==> src/rtl/regfile_sb_pkg.sv <==
// Shared constants for the register file / scoreboard slice.
// Decode and the writeback stage use the same definitions.
package regfile_sb_pkg;
  localparam int NREG_DEF = 32;
  localparam int AW_DEF   = 5;
  localparam int DW_DEF   = 32;
  localparam int CNTW_DEF = 2;

  localparam logic [AW_DEF-1:0] REG_ZERO = '0;
endpackage

==> src/rtl/regfile_sb_cnt.sv <==
// Pending-write counter for one architectural register.
// Saturates instead of wrapping; clear has priority over inc/dec.
module regfile_sb_cnt #(
  parameter int CNTW = 2
) (
  input  logic            clk,
  input  logic            rstn,
  input  logic            inc_i,
  input  logic            dec_i,
  input  logic            clr_i,
  output logic [CNTW-1:0] cnt_o,
  output logic            sat_o
);
  logic [CNTW-1:0] cnt_q, cnt_d;

  assign sat_o = &cnt_q;
  assign cnt_o = cnt_q;

  always_comb begin
    cnt_d = cnt_q;
    if (clr_i)
      cnt_d = '0;
    else if (inc_i && !dec_i && !sat_o)
      cnt_d = cnt_q + CNTW'(1);
    else if (dec_i && !inc_i && (cnt_q != '0))
      cnt_d = cnt_q - CNTW'(1);
  end

  always_ff @(posedge clk or negedge rstn) begin
    if (!rstn) cnt_q <= '0;
    else       cnt_q <= cnt_d;
  end
endmodule

==> src/rtl/regfile_sb.sv <==
// Architectural register file with write-through bypass and a per-register
// pending-write scoreboard that stalls decode on unresolved operands.
module regfile_sb
  import regfile_sb_pkg::*;
#(
  parameter int NREG = NREG_DEF,
  parameter int AW   = AW_DEF,
  parameter int DW   = DW_DEF,
  parameter int CNTW = CNTW_DEF
) (
  input  logic          clk,
  input  logic          rstn,
  input  logic          i_wb_regWe,
  input  logic [AW-1:0] i_wb_WRA,
  input  logic [DW-1:0] i_wb_WRD,
  input  logic [AW-1:0] i_rs_addr,
  input  logic [AW-1:0] i_rt_addr,
  output logic [DW-1:0] o_rs_data,
  output logic [DW-1:0] o_rt_data,
  input  logic          i_iss_valid,
  input  logic          i_iss_we,
  input  logic [AW-1:0] i_iss_dst,
  input  logic          i_rs_used,
  input  logic          i_rt_used,
  input  logic          i_flush,
  output logic          o_stall
);
  localparam logic [AW-1:0] RZ = AW'(REG_ZERO);

  logic [DW-1:0]   regs_q [NREG];
  logic [CNTW-1:0] pend   [NREG];
  logic            sat    [NREG];
  logic            wb_en;
  logic            busy_rs, busy_rt;

  assign wb_en   = i_wb_regWe && (i_wb_WRA != RZ);
  assign pend[0] = '0;
  assign sat[0]  = 1'b0;

  for (genvar r = 1; r < NREG; r++) begin : g_cnt
    logic inc, dec;
    assign inc = i_iss_valid && !o_stall && i_iss_we && (i_iss_dst == AW'(r));
    assign dec = i_wb_regWe && (i_wb_WRA == AW'(r)) && (pend[r] != '0);

    regfile_sb_cnt #(.CNTW(CNTW)) u_cnt (
      .clk   (clk),
      .rstn  (rstn),
      .inc_i (inc),
      .dec_i (dec),
      .clr_i (i_flush),
      .cnt_o (pend[r]),
      .sat_o (sat[r])
    );
  end

  // A last outstanding write landing this cycle is covered by the bypass.
  function automatic logic busy_f(input logic [AW-1:0] a, input logic [CNTW-1:0] p,
                                  input logic we, input logic [AW-1:0] wra);
    return (p != '0) && !(we && (wra == a) && (p == CNTW'(1)));
  endfunction

  assign busy_rs = busy_f(i_rs_addr, pend[i_rs_addr], i_wb_regWe, i_wb_WRA);
  assign busy_rt = busy_f(i_rt_addr, pend[i_rt_addr], i_wb_regWe, i_wb_WRA);

  assign o_stall = i_iss_valid && !i_flush &&
                   ((i_rs_used && busy_rs) ||
                    (i_rt_used && busy_rt) ||
                    (i_iss_we && (i_iss_dst != RZ) && sat[i_iss_dst]));

  always_comb begin
    o_rs_data = regs_q[i_rs_addr];
    if (i_rs_addr == RZ)
      o_rs_data = '0;
    else if (wb_en && (i_wb_WRA == i_rs_addr))
      o_rs_data = i_wb_WRD;
  end

  always_comb begin
    o_rt_data = regs_q[i_rt_addr];
    if (i_rt_addr == RZ)
      o_rt_data = '0;
    else if (wb_en && (i_wb_WRA == i_rt_addr))
      o_rt_data = i_wb_WRD;
  end

  always_ff @(posedge clk or negedge rstn) begin
    if (!rstn) begin
      for (int i = 0; i < NREG; i++) regs_q[i] <= '0;
    end else if (wb_en) begin
      regs_q[i_wb_WRA] <= i_wb_WRD;
    end
  end
endmodule

==> config.mk <==
export PLATFORM = sky130hd
export DESIGN_NAME = regfile_sb
export DESIGN_NICKNAME = d
export VERILOG_FILES = /design/src/rtl/regfile_sb_pkg.sv /design/src/rtl/regfile_sb_cnt.sv /design/src/rtl/regfile_sb.sv
export SDC_FILE = /design/constraint.sdc
export NUM_CORES = 2
export LEC_CHECK = 0
export BUFFER_PORTS_ARGS = -buffer_cell sky130_fd_sc_hd__buf_2
export CAP_MARGIN = 0
export CELL_PAD_IN_SITES_DETAIL_PLACEMENT = 0
export CELL_PAD_IN_SITES_GLOBAL_PLACEMENT = 1
export CORE_ASPECT_RATIO = 0.8
export CORE_UTILIZATION = 40
export CTS_CLUSTER_DIAMETER = 80
export DETAILED_ROUTE_END_ITERATION = 16
export GPL_TIMING_DRIVEN = 0
export PLACE_DENSITY_LB_ADDON = 0.1
export SYNTH_ARGS = -nofsm -noshare
export SYNTH_HDL_FRONTEND = slang
export SYNTH_SLANG_ARGS = --single-unit
==> constraint.sdc <==
create_clock -name clk -period 7.2 [get_ports clk]
set_clock_uncertainty 0.2 [all_clocks]
set_input_delay 0.36 -clock clk [delete_from_list [all_inputs] [get_ports clk]]
set_output_delay 0.36 -clock clk [all_outputs]
set_load 0.02 [all_outputs]
# Yosys cells after proc, flatten, opt, wreduce, memory -nomap -nowiden
# Cells that the tools add are included.
# op_classes
add_sub_neg	62
n_lt_le_gt_ge	5
eq_ne	66
mux	115
bitwise	4
reduce_logical	433
# op_table
cell	n
$bwmux 1024	1
$bmux 32 s5	2
$mux 32	9
$logic_and 1x1->1	235
$mux 2	97
$demux 32 s5	1
$eq 5x5->1 const B	32
$logic_not 1->1	97
$reduce_bool 3->1	31
$eq 5x4->1 const B	16
$reduce_bool 2->1	33
$add 2x1->2 const B	31
$reduce_and 2->1	31
$sub 2x1->2 const B	31
$eq 5x3->1 const B	8
$ge 6x6->1 const B	4
$not 5->6	4
$bmux 2 s5	2
$eq 5x2->1 const B	4
$eq 5x1->1 const B	2
$eq 5x5->1	2
$logic_not 5->1	2
$reduce_bool 5->1	2
$lt 6x1->1 const B	1
4 further kinds	7
# word_totals
ff_bits	1086
out_inout_bits	65
wordCells	748

# Longest topological paths before layout
# depth
word_depth	22
ltp_mapped	13
ltp_nobuf	9

# By module
# From an unflattened synthesis, not the netlist that was laid out.
# unflattened
hier_cells	4014
area_unflattened_um2	60550.6
# by_module_without_submodules
module	instances	cells_each	area_per_inst_um2	seq_area_each_um2
regfile_sb	1	3607	56565.5	25624.6
regfile_sb_cnt (g_cnt[10].u_cnt ...)	27	13	128.9	50.0
regfile_sb_cnt (g_cnt[6].u_cnt ...)	4	14	126.4	50.0

# Worst setup path before layout
# OpenSTA, ideal clock, no wires.
# synth_timing
path_kind	input port to output port
from	input port i_rt_addr[0]
to	output port o_rt_data[10]
arrival_time_ps	2848
t_required_ps	6640
setup_slack_ps	3792
cell_stages	8
path_cell_list	buf_2 > buf_2 > clkbuf_1 > buf_1 > mux4_2 > mux4_2 > mux2i_1 > a211oi_1
# synth_via
elab_chain_len	6
word_cells_on_any_way	9
# synth_rtl
element	line	source
start: declaration	regfile_sb.sv:17	input logic [AW-1:0] i_rt_addr,
$not 5->6 (not written as such)	regfile_sb.sv:79	o_rt_data = regs_q[i_rt_addr];
$bmux 32 s5	regfile_sb.sv:79	
$mux 32 (not written as such) (2 in series)	regfile_sb.sv:79	
$mux 32	regfile_sb.sv:82	else if (wb_en && (i_wb_WRA == i_rt_addr))
$mux 32 (*)	regfile_sb.sv:80	if (i_rt_addr == RZ)
end: declaration	regfile_sb.sv:19	output logic [DW-1:0] o_rt_data,
# Every way passes the cells marked *; elsewhere a longest branch is shown, timed or not. The select of a mux whose other input is x is not followed.

# Worst setup path after layout
# layout_timing
from	input port i_rt_addr[1]
to	output port o_rt_data[21]
# Same word-level chain as after synthesis.

==> impl_metrics.py <==
metrics = {
    "run_status": {
        "outcome": "complete, but fails checks",
        "violations": "max-capacitance violations, max-slew violations",
    },
    "sta": {
        "report.final.slew_viol_count": 122,
        "layout_setup_ws_ps": 910,
        "final_hold_viol_count": 0,
        "hold-worst-slack_ps": 22.4,
        "final.setup.tns_ps": 0,
        "tightestPinTransition_ps": 1630,
        "fin_crit_ps": 6290,
        "rsz0062_at_grt": "false",
        "relSlewSlack_pct": -8.33,
        "setup_viol": 0,
        "max_freq_ghz": 0.159,
        "post-route-period-util_pct": 87.4,
    },
    "clock_network": {
        "root_buffer": "clkbuf_16",
        "cts-htree-levels": 3,
        "post_cts_buffers": 0,
        "numCtsBuffers": 121,
        "insertion_delay_ps": 800,
        "cts_tree": "yes",
        "postCtsHoldBufs": 40,
        "clock-sinks": 1086,
        "path_clk_slew_ps": 70,
        "cts_resized": 0,
        "clockBufferDepth": 3,
    },
    "global_route": {
        "grt_pass1_vias": 45400,
        "grt_max_degree": 156,
        "gr-usage-all-layers_pct": 36.8,
        "gr-total-overflow": 0,
        "grt_pass1_wl_mm": 382,
        "antenna_found_initial": 18,
    },
    "detailed_routing": {
        "route.vias.total": 48400,
        "wl_mm": 281,
        "wl_per_cell_um": 37.4,
        "antenna_left": 0,
        "viasPerCell": 6.44,
        "drt-initial-drc-count": 6915,
        "drc": 0,
        "dr.pass1.iters": 9,
    },
    "synth": {
        "synth.distinct_cells": 78,
        "yosys.area.top_type": "dfrtp_1",
        "synth_xor_area_share_pct": 0.145,
        "synth_top_family_by_area": "multiplexers",
        "yosys.area_share.simple_pct": 13.3,
        "synth_top_area_share_pct": 45.1,
        "synth_cells": 5127,
        "synth_fa_ha_area_share_pct": 0,
        "ys_warn_count": 0,
        "seq_area_frac_synth_pct": 45.1,
        "synth.area.mux_share_pct": 34.7,
        "synth-edff-count": 0,
        "synth_nets": 5187,
        "synth_compound_area_share_pct": 3.40,
        "synth_ff_type": "dfrtp_1",
        "ys_async_sr_fraction_pct": 100,
        "syn_area_mm2": 0.0602,
        "synthTopCellsByArea": "dfrtp_1, mux4_2, nand2_1",
        "synth.avg_cell_area_um2": 11.8,
        "ys_ff_latch": 1086,
    },
    "layout": {
        "mostFrequentLayoutCell": "nand2_1",
        "nets": 5488,
        "final_util_pct": 46.1,
        "drive_gt1_share_pct": 28.8,
        "final_cell_area_mm2": 0.0684,
        "mostFrequentLayoutCells": "nand2_1, dfrtp_1, mux4_2",
        "syn_to_final_growth_pct": 13.6,
    },
    "power_and_ir_drop": {
        "seq_power_share_pct": 42.5,
        "p_switching_mw": 5.76,
        "comb_power_share_pct": 22.3,
        "powerDensity_mw_per_mm2": 274,
        "clockPowerShare_pct": 35.2,
        "swShare_pct": 30.7,
        "ir_drop_mv": 0.220,
        "p_int_mw": 13.0,
        "p_leak_nw": 30.8,
    },
    "die": {
        "die_area_mm2": 0.152,
        "rows": 126,
        "die_height_um": 349,
        "fp.dieW_um": 436,
        "core_region_area_mm2": 0.149,
        "start_util_pct": 40.6,
        "pin_count": 125,
    },
    "critical_path": {
        "critPathKind": "input pin to primary output",
        "critical_path_required_ps": 6640,
        "arrival_ps": 5730,
        "end_kind": "primary output",
        "cp_max_fo": 10,
        "r2r_slack_ps": 3420,
        "startpoint_type": "input pin",
    },
    "place": {
        "preCtsSetupSlack_ps": 752,
        "dpl.hpwl_mm": 194,
        "portBuffers": 113,
        "place_area_mm2": 0.0639,
        "gp_congestion": 0.957,
    },
    "run": {
        "maxCapViolations": 13,
    },
    "min_path": {
        "hp-class": "input pin to register",
    },
}
logic make-up after synthesis:
family	count (synthesis)
buffers and inverters	506
multiplexers	1210
AO/OA/AOI/OAI	298
AND/OR/NAND/NOR	2017
XOR/XNOR	10
flip-flops	1086
power by group through the flow:
stage               Combinational, mW  Clock, mW  Sequential, mW
floorplan                        2.79          0            7.76
global placement                 4.04          0            8.00
CTS                              4.15       6.63            7.93
finish                           4.19       6.61            7.98
global route                     4.41       6.87            8.10
detailed placement               4.12          0            8.03
layer usage:
layer	vias up	share of wire, %	wire [um]	track usage [%]
li1	19000	-	-	-
met1	25600	40	112000	50.3
met2	3078	41	117000	51.1
met3	678	13	36700	14.2
met4	22	5.6	15700	17.5
met5	-	0.090	253	0.601
state kept, by name, indices dropped and copies added, names as in the netlist:
| signal | cells |
|---|---|
| g_cnt.u_cnt.cnt_o | 62 |
| regs_q | 1024 |
worst max-delay path: stages:
cell and delay, ps:
buf_2 110, buf_6 200, clkbuf_1 1130, clkbuf_2 820, clkbuf_1 870, nor4b_2 200
buf_4 260, clkbuf_1 470, a211oi_1 960, buf_2 320
final cells by class:
type	count	area (um2)
fillers	13900	80100
multi-input cells	3535	31100
flip-flops and latches	1086	27200
clock buffers	178	3610
well taps	1984	2480
plain buffers	494	2010
repair buffers	178	1470
clock inverters	42	472
inverters	12	45.0
diodes	9	22.5
Yosys cell counts (4+ instances only):
| cell | n |
|---|---|
| nand3_1 | 39 |
| mux2_2 | 460 |
| nand4_1 | 8 |
| nor3b_1 | 15 |
| and2_1 | 5 |
| inv_1 | 10 |
| or2_2 | 6 |
| and3b_1 | 4 |
| dfrtp_1 | 1086 |
| nor4_1 | 12 |
| a31oi_1 | 4 |
| buf_1 | 72 |
| clkbuf_1 | 384 |
| xnor2_1 | 6 |
| nand2_1 | 1729 |
| a311oi_1 | 11 |
| o21ai_0 | 40 |
| nor2_1 | 132 |
| a21oi_1 | 84 |
| a22oi_1 | 8 |
| and3_1 | 5 |
| a21o_1 | 8 |
| nor3_1 | 5 |
| a211oi_1 | 96 |
| mux2i_1 | 90 |
| nor2b_1 | 9 |
| nand2b_1 | 14 |
| nand4b_1 | 5 |
| nand3b_1 | 11 |
| or3_1 | 6 |
| buf_2 | 30 |
| mux4_2 | 657 |
| buf_4 | 4 |
| xor2_1 | 4 |
metrics by stage:
| stage | cells | total power [mW] |
|---|---|---|
| 2_1_floorplan | 5127 | 10.6 |
| 3_3_place_gp | 7224 | 12.0 |
| 3_5_place_dp | 7248 | 12.2 |
| 4_1_cts | 7508 | 18.7 |
| 5_1_grt | 7511 | 19.4 |
| 6_report | 7518 | 18.8 |
path summary, 6_finish.rpt:
| path | start | to | depth (start not counted) |
|---|---|---|---|
| setup reg to reg | g_cnt[10].u_cnt.cnt_o[0] | g_cnt[21].u_cnt.cnt_o[0] | 11 |
| hold / removal | i_iss_we | g_cnt[10].u_cnt.cnt_o[0] | 4 |
| hold reg to reg | regs_q[1018] | regs_q[1018] | 1 |
| min in group asynchronous | rstn | regs_q[160] | 3 |
| setup / recovery | i_rt_addr[1] | o_rt_data[21] | 10 |
| max in group asynchronous | rstn | regs_q[1000] | 6 |
Note: power is estimated with default switching activity, not from simulation.
